--- config.mk ---
export PLATFORM = sky130hd
export DESIGN_NAME = serial_subtractor
export DESIGN_NICKNAME = d
export VERILOG_FILES = /design/src/rtl/serial_subtractor.sv
export SDC_FILE = /design/constraint.sdc
export NUM_CORES = 1
export LEC_CHECK = 0
export CORE_AREA = 3 3 48 50
export CTS_CLUSTER_SIZE = 28
export DETAILED_ROUTE_END_ITERATION = 12
export DIE_AREA = 0 0 51 53
export GPL_ROUTABILITY_DRIVEN = 0
export PLACE_DENSITY = 0.81
export SYNTH_ARGS = -nofsm -noshare
export SYNTH_HDL_FRONTEND = slang
export SYNTH_SLANG_ARGS = --single-unit
--- constraint.sdc ---
create_clock -name clk -period 1.4 [get_ports clk]
set_input_delay 0.14 -clock clk [delete_from_list [all_inputs] [get_ports clk]]
set_output_delay 0.14 -clock clk [all_outputs]
set_load 0.02 [all_outputs]
--- src/rtl/serial_subtractor.sv ---
// serial_subtractor
//   Bit-serial two's-complement subtractor computing a - b. It uses one
//   full-subtractor cell and a borrow flop, and works LSB-first over WIDTH
//   cycles. Operands come in on a valid/ready handshake and the result
//   leaves on another valid/ready handshake.
//
//   Optional feature macro: SERIAL_SUB_OVF_EN. When it is defined, the
//   block adds the output ovf, which is the signed overflow of a - b.
//
// Ports
//   clk        rising-edge clock
//   rst        asynchronous, active-high reset
//   in_valid   operand pair presented
//   in_ready   block can accept operands (asserted only when idle)
//   a, b       minuend / subtrahend, WIDTH bits
//   out_valid  result held on diff/borrow
//   out_ready  consumer accepts result
//   diff       (a - b) mod 2^WIDTH
//   borrow     1 when a < b as unsigned
//   ovf        signed overflow (only with SERIAL_SUB_OVF_EN)
module serial_subtractor #(
  parameter int unsigned WIDTH = 4
) (
  input  logic             clk,
  input  logic             rst,
  input  logic             in_valid,
  output logic             in_ready,
  input  logic [WIDTH-1:0] a,
  input  logic [WIDTH-1:0] b,
  output logic             out_valid,
  input  logic             out_ready,
  output logic [WIDTH-1:0] diff,
  output logic             borrow
`ifdef SERIAL_SUB_OVF_EN
  ,
  output logic             ovf
`endif
);

  localparam int unsigned CW = (WIDTH > 2) ? $clog2(WIDTH) : 1;

  typedef enum logic [1:0] {IDLE, SHIFT, DONE} state_t;

  state_t           state_q, state_d;
  logic [WIDTH-1:0] a_sh, b_sh, res;
  logic [WIDTH-1:0] diff_q;
  logic             bin, borrow_q;
  logic [CW-1:0]    count;
  logic             last;
  logic             a0, b0, d, bout;

  assign a0   = a_sh[0];
  assign b0   = b_sh[0];
  assign d    = a0 ^ b0 ^ bin;
  assign bout = (~a0 & b0) | (~(a0 ^ b0) & bin);
  assign last = (count == CW'(WIDTH - 1));

  always_comb begin
    state_d   = state_q;
    in_ready  = 1'b0;
    out_valid = 1'b0;
    unique case (state_q)
      IDLE: begin
        in_ready = 1'b1;
        if (in_valid) state_d = SHIFT;
      end
      SHIFT: begin
        if (last) state_d = DONE;
      end
      DONE: begin
        out_valid = 1'b1;
        if (out_ready) state_d = IDLE;
      end
      default: state_d = IDLE;
    endcase
  end

  always_ff @(posedge clk or posedge rst) begin
    if (rst) state_q <= IDLE;
    else     state_q <= state_d;
  end

  // The result goes into a separate output register on the last shift.
  // This keeps diff/borrow stable outside DONE while the working
  // registers are reused.
  always_ff @(posedge clk or posedge rst) begin
    if (rst) begin
      a_sh     <= '0;
      b_sh     <= '0;
      res      <= '0;
      bin      <= 1'b0;
      count    <= '0;
      diff_q   <= '0;
      borrow_q <= 1'b0;
    end else begin
      unique case (state_q)
        IDLE: begin
          if (in_valid) begin
            a_sh  <= a;
            b_sh  <= b;
            res   <= '0;
            bin   <= 1'b0;
            count <= '0;
          end
        end
        SHIFT: begin
          a_sh  <= a_sh >> 1;
          b_sh  <= b_sh >> 1;
          res   <= {d, res[WIDTH-1:1]};
          bin   <= bout;
          count <= count + 1'b1;
          if (last) begin
            diff_q   <= {d, res[WIDTH-1:1]};
            borrow_q <= bout;
          end
        end
        default: ;
      endcase
    end
  end

  assign diff   = diff_q;
  assign borrow = borrow_q;

`ifdef SERIAL_SUB_OVF_EN
  logic ovf_q;

  // On the last shift, a0 and b0 hold the operand sign bits and d is the
  // sign bit of the difference.
  always_ff @(posedge clk or posedge rst) begin
    if (rst)                        ovf_q <= 1'b0;
    else if (state_q == SHIFT && last) ovf_q <= (a0 ^ b0) & (d ^ a0);
  end

  assign ovf = ovf_q;
`endif

endmodule

# Yosys cells after proc, flatten, opt, wreduce, memory -nomap -nowiden
# Index checks and enable logic that the tools add are counted.
[op_classes]
add_sub_neg = 1
n_mul = 0
n_div = 0
magnitude_cmp = 0
n_eq_ne = 6
shifts = 0
n_mux = 16
bitwise_logic = 7
n_reduce_logical = 5
[op_table]
columns = ["cell", "count"]
rows = [
  ["one-hot mux 4 bit (2 select lines)", 3],
  ["two-way mux 4 bit", 3],
  ["two-way mux 2 bit", 4],
  ["inequality test 2 bit, second input constant", 3],
  ["one-hot mux 2 bit (3 select lines)", 1],
  ["equality test 2 bit, second input constant", 2],
  ["one-hot mux 2 bit (2 select lines)", 1],
  ["AND reduction 2 bit", 2],
  ["two-way mux 1 bit", 3],
  ["AND reduction 3 bit", 1],
  ["adder 2 x 1 -> 2 bit, second input constant", 1],
  ["bitwise AND 1 bit", 2],
  ["equality test 2 x 1 -> 1 bit, second input constant", 1],
  ["zero test 2 bit", 1],
  ["NOT 1 bit", 2],
  ["one-hot mux 1 bit (2 select lines)", 1],
  ["nonzero test 2 bit", 1],
  ["bitwise XOR 1 bit", 2],
  ["OR 1 bit", 1],
]
[totals]
ff_bits = 22
latch_bits = 0
mem_bits_rw = 0
mem_bits_ro = 0
inputBits = 12
out_inout_bits = 7
n_memories = 0

# Logic depth before layout (Yosys ltp)
# Gate-level depths: netlist (run 1).
[depth]
ltp_word = 5
ltp_mapped = 4
mapped_depth_nobuf = 4

# Least setup slack after synthesis (run 1)
# OpenSTA, ideal clock, no wires.
[synth_timing]
path_kind = "flip-flop to flip-flop"
start = "register a_sh[0]"
end = "register diff_q[3], in the netlist diff[3]"
setup_time_ps = 125
arrival_ps = 1115
required_time_ps = 1275
path_slack_ps = 160
stages_incl_launch_ff = 3
n_path_buf = 0
period_less_slack_ps = 1240
cell_sequence = "dfrtp_1 > fa_1 > mux2_2"
[synth_via]
elab_chain_len = 2
[synth_lines]
columns = ["item", "line", "rtl"]
rows = [
  ["start: declaration", "45", "logic [WIDTH-1:0] a_sh, b_sh, res;"],
  ["start signal: assignment", "107", "a_sh <= a_sh >> 1;"],
  ["bitwise XOR 1 bit (2 in a row)", "54", "assign d = a0 ^ b0 ^ bin;"],
  ["named net d", "50", "logic a0, b0, d, bout;"],
  ["end signal: assignment", "113", "diff_q <= {d, res[WIDTH-1:1]};"],
  ["end: declaration", "46", "logic [WIDTH-1:0] diff_q;"],
]
# The timed path passes the listed nets, and every way through them passes these cells.
# A chain may end at the register's enable or synchronous reset.

# Final worst setup path (run 1)
[layout_timing]
start = "register state_q[1]"
end = "register count[0]"
[layout_via]
elab_chain_len = 3
word_cells_on_any_way = 6
cone_classes = "2 x eq/ne; 1 x mux; 3 x reduce/logical"
[layout_lines]
columns = ["item", "line", "rtl"]
rows = [
  ["start: declaration", "44", "state_t state_q, state_d;"],
  ["start signal: assignment", "80", "else state_q <= state_d;"],
  ["equality test 2 x 1 -> 1 bit / zero test 2 bit (equally long branches)", "96", "unique case (state_q)"],
  ["nonzero test 2 bit (no source line) / inequality test 2 bit (equally long branches)", "--", ""],
  ["AND reduction 2 bit (no source line)", "--", ""],
  ["end signal: assignment", "111", "count <= count + 1'b1;"],
  ["end: declaration", "48", "logic [CW-1:0] count;"],
]
# Parallel ways exist; a longest one is shown, timed or not.

==> results of run 1 <==
path summary, 6_finish.rpt:
path / startpoint / to / cells past startpoint
worst max-delay path: state_q[1] / count[0] / 4
worst max register to register: state_q[1] / count[0] / 4
worst min-delay path: rst / b_sh[0] / 3
min in group clk: out_ready / state_q[1] / 2
max in group asynchronous: rst / bin / 3
worst min register to register: diff[0] / diff[0] / 1
state kept, by name (all words and copies together) (netlist names):
signal / flops
borrow: 1
count: 2
state_q: 2
a_sh: 4
b_sh: 4
bin: 1
res: 3
diff: 4
area by class of cell:
class                           count  area (µm²)  share of cell area (%)
Timing Repair Buffer               24         213                    17.5
Clock buffer                        4        26.3                    2.16
Tap cell                           27        33.8                    2.78
Inverter                           10        37.5                    3.09
Multi-Input combinational cell     40         378                    31.1
Sequential cell                    21         526                    43.3
power groups by stage:
stage / clock network, W / registers (W) / logic, W
floorplan: 0 / 0.00110 / 0.000900
global placement: 0 / 0.00104 / 0.00134
detailed placement: 0 / 0.00105 / 0.00139
CTS: 0.000294 / 0.00104 / 0.00136
global route: 0.000325 / 0.00107 / 0.00155
finish: 0.000286 / 0.00103 / 0.00140
cells by family (layout without fill, tap and decap cells):
family	Yosys count	count (layout)	synth area share, %
muxes	6	6	7.14
buffers and inverters	14	38	7.01
AOI/OAI and AO/OA	16	17	15.1
DFF	21	21	55.6
adders and majority gates	2	2	3.44
and+or+nand+nor	15	15	11.8
per-layer routing:
layer	vias to the layer above	GRT usage [%]	part of all wire, %
li1	323	-	-
met1	335	19.3	43
met2	14	24.7	51
met3	5	4.51	4.2
met4	0	9.42	2.3
met5	-	0	0
repair_timing:
action | in CTS | in global routing
setup endpoints to repair | 6 | 6
gates resized for setup | 8 | 6
setup buffers | 0 | 0
cloned | 0 | 1
stage by stage:
stage          hold WS (ps)  TNS [ps]  cells
3_3_place_gp            475         0    121
2_1_floorplan           117         0     74
6_report                148         0    126
4_1_cts                 158         0    125
3_5_place_dp            482     -42.3    121
5_1_grt                 164         0    126
Yosys cell counts, types with 2 or more instances:
cell      instances
mux2_2            6
nor4b_1           5
nor3b_1           3
a22o_1            5
inv_1            10
dfrtp_1          21
a32o_1            2
buf_2             2
a221oi_1          2
a211oi_1          3
nor2_1            3
worst max-delay path: cells and delay by family (launching register included):
family | cells | cell delay (ps)
muxes | 1 | 280
AOI/OAI and AO/OA | 1 | 220
DFF | 1 | 400
buffers and inverters | 2 | 320
==> qor.txt, run 1 <==
Final Hold Viols = 0
FFs w/ async S/R, synth = 100%
critical path endpoint category = register
CTS Root Cell = clkbuf_4
Post-Synthesis Net Count = 88
Post-Syn Area = 946 µm²
post-synthesis register bit count = 21
first-pass iteration count of the detailed router = 4
most repeated library cell on the critical path = buf_4
# Max-Cap Violations = 0
Critical-path top delay cell = dfrtp_1
NetSw = 0.00102 W
fraction of final layout cells with drive strength greater than 1 = 23.2%
growth of design area from synthesis to finish = 28.3%
total placed instance area = 1180 µm²
cell count after synthesis = 74
count of buffers inserted at the top-level ports = 18
status = finished, final reports clean
unique cell type count in the Yosys netlist = 23
vias per inst = 5.37
violation count after the first detailed-route iteration = 14
Final Slew Violations = 0
overall die area = 2700 µm²
antenna violations before repair = 0
leading cell types in the layout, fill and taps excluded = dfrtp_1 (21), clkdlybuf4s50_1 (11), inv_1 (10), mux2_2 (6), buf_4 (6)
worst-margin pin slew = 369 ps
sequential cell area fraction in the yosys report = 55.6%
cell-internal power = 0.00170 W
# setup viols final = 0
Clock Sink Count = 21
number of flops mapped to enable cells by yosys = 0
setup repair after global routing missed its margin = no
maximum number of pins on one net before global-route repair = 22
Startpoint Class = register
Reg2Reg Setup Slack = 70 ps
Fill cells = 160
ANT cells = 0
chip width = 51 µm
post-placement setup slack = -33.6 ps
CTS Hold Buffers Added = 0
net count of the finished layout = 114
Final Worst Setup Slack = 72.2 ps
Post-Syn Area per Cell = 12.8 µm²
number of H-tree branching levels = 1
main area contributors after synthesis = dfrtp_1 (56%), mux2_2 (7.1%), a22o_1 (4.6%)
Fmax achieved = 0.753 GHz
sequence of cells on the critical path = buf_4 > buf_4 > o21bai_4 > mux2_2
Hold Crit Class = in -> async
Total Routed Length = 1.82 mm
number of global-route vias before repair = 659
area share of the largest cell type after synthesis = 55.6%
total clock buffers created by CTS = 3
starting utilization of the core area = 48.7%
switching share of total power = 37.5%
Worst slew margin = 75.4%
maximum single-stage delay on the critical path = 400 ps
Setup Skew = 6.29 ps
estimated wirelength of the detail-placed design = 1.27 mm
vias = 677
Max IR drop VDD = 1280 µV
Core Region = 1940 µm²
aggregate global routing overflow = 0
number of I/O pins = 19
area leader, netlist = dfrtp_1
commonest non-fill, non-tap cell in the layout = dfrtp_1
DRC = 0
clock tree from TritonCTS = built
total track usage = 15.8%
final design area excluding fillers = 1210 µm²
maximum root-to-sink buffer count = 2
DRT antenna net count = 0
Critical Path RT = 1590 ps
static power due to leakage = 0.576 nW
routed length per placed instance = 14.4 µm
total power after layout = 0.00272 W
clock slew seen by the registers of the worst setup and hold paths = 110 ps
relative contribution of combinational cells to total power = 51.5%
num rows = 16
Worst Path Arrival = 1520 ps
y dimension of the die = 53 µm
largest driver fanout on the critical path = 8
Min Clock Period, post-route = 1330 ps
final clock period utilization by the worst path = 94.8%
Layout Utilization = 62.5%
clock network power share = 10.5%
clk_lat worst skew = 300 ps
wire length of the first global-routing pass = 3.05 mm
portion of total power attributed to sequential cells = 38.0%
warning count from the yosys run = 0
power density over the cells = 2240 nW/µm²
main flop type after synthesis = dfrtp_1
Crit Path Category = reg -> reg
Power figures use the tool's default switching activity.
==> run 2: changes to the inputs <==
ABC_CLOCK_PERIOD_IN_PS = 1400   (was unset)
CTS_CLUSTER_SIZE = 20   (was 28)
==> results of run 2 <==
No change in the layout: final DEF, timing and power equal those of run 1.
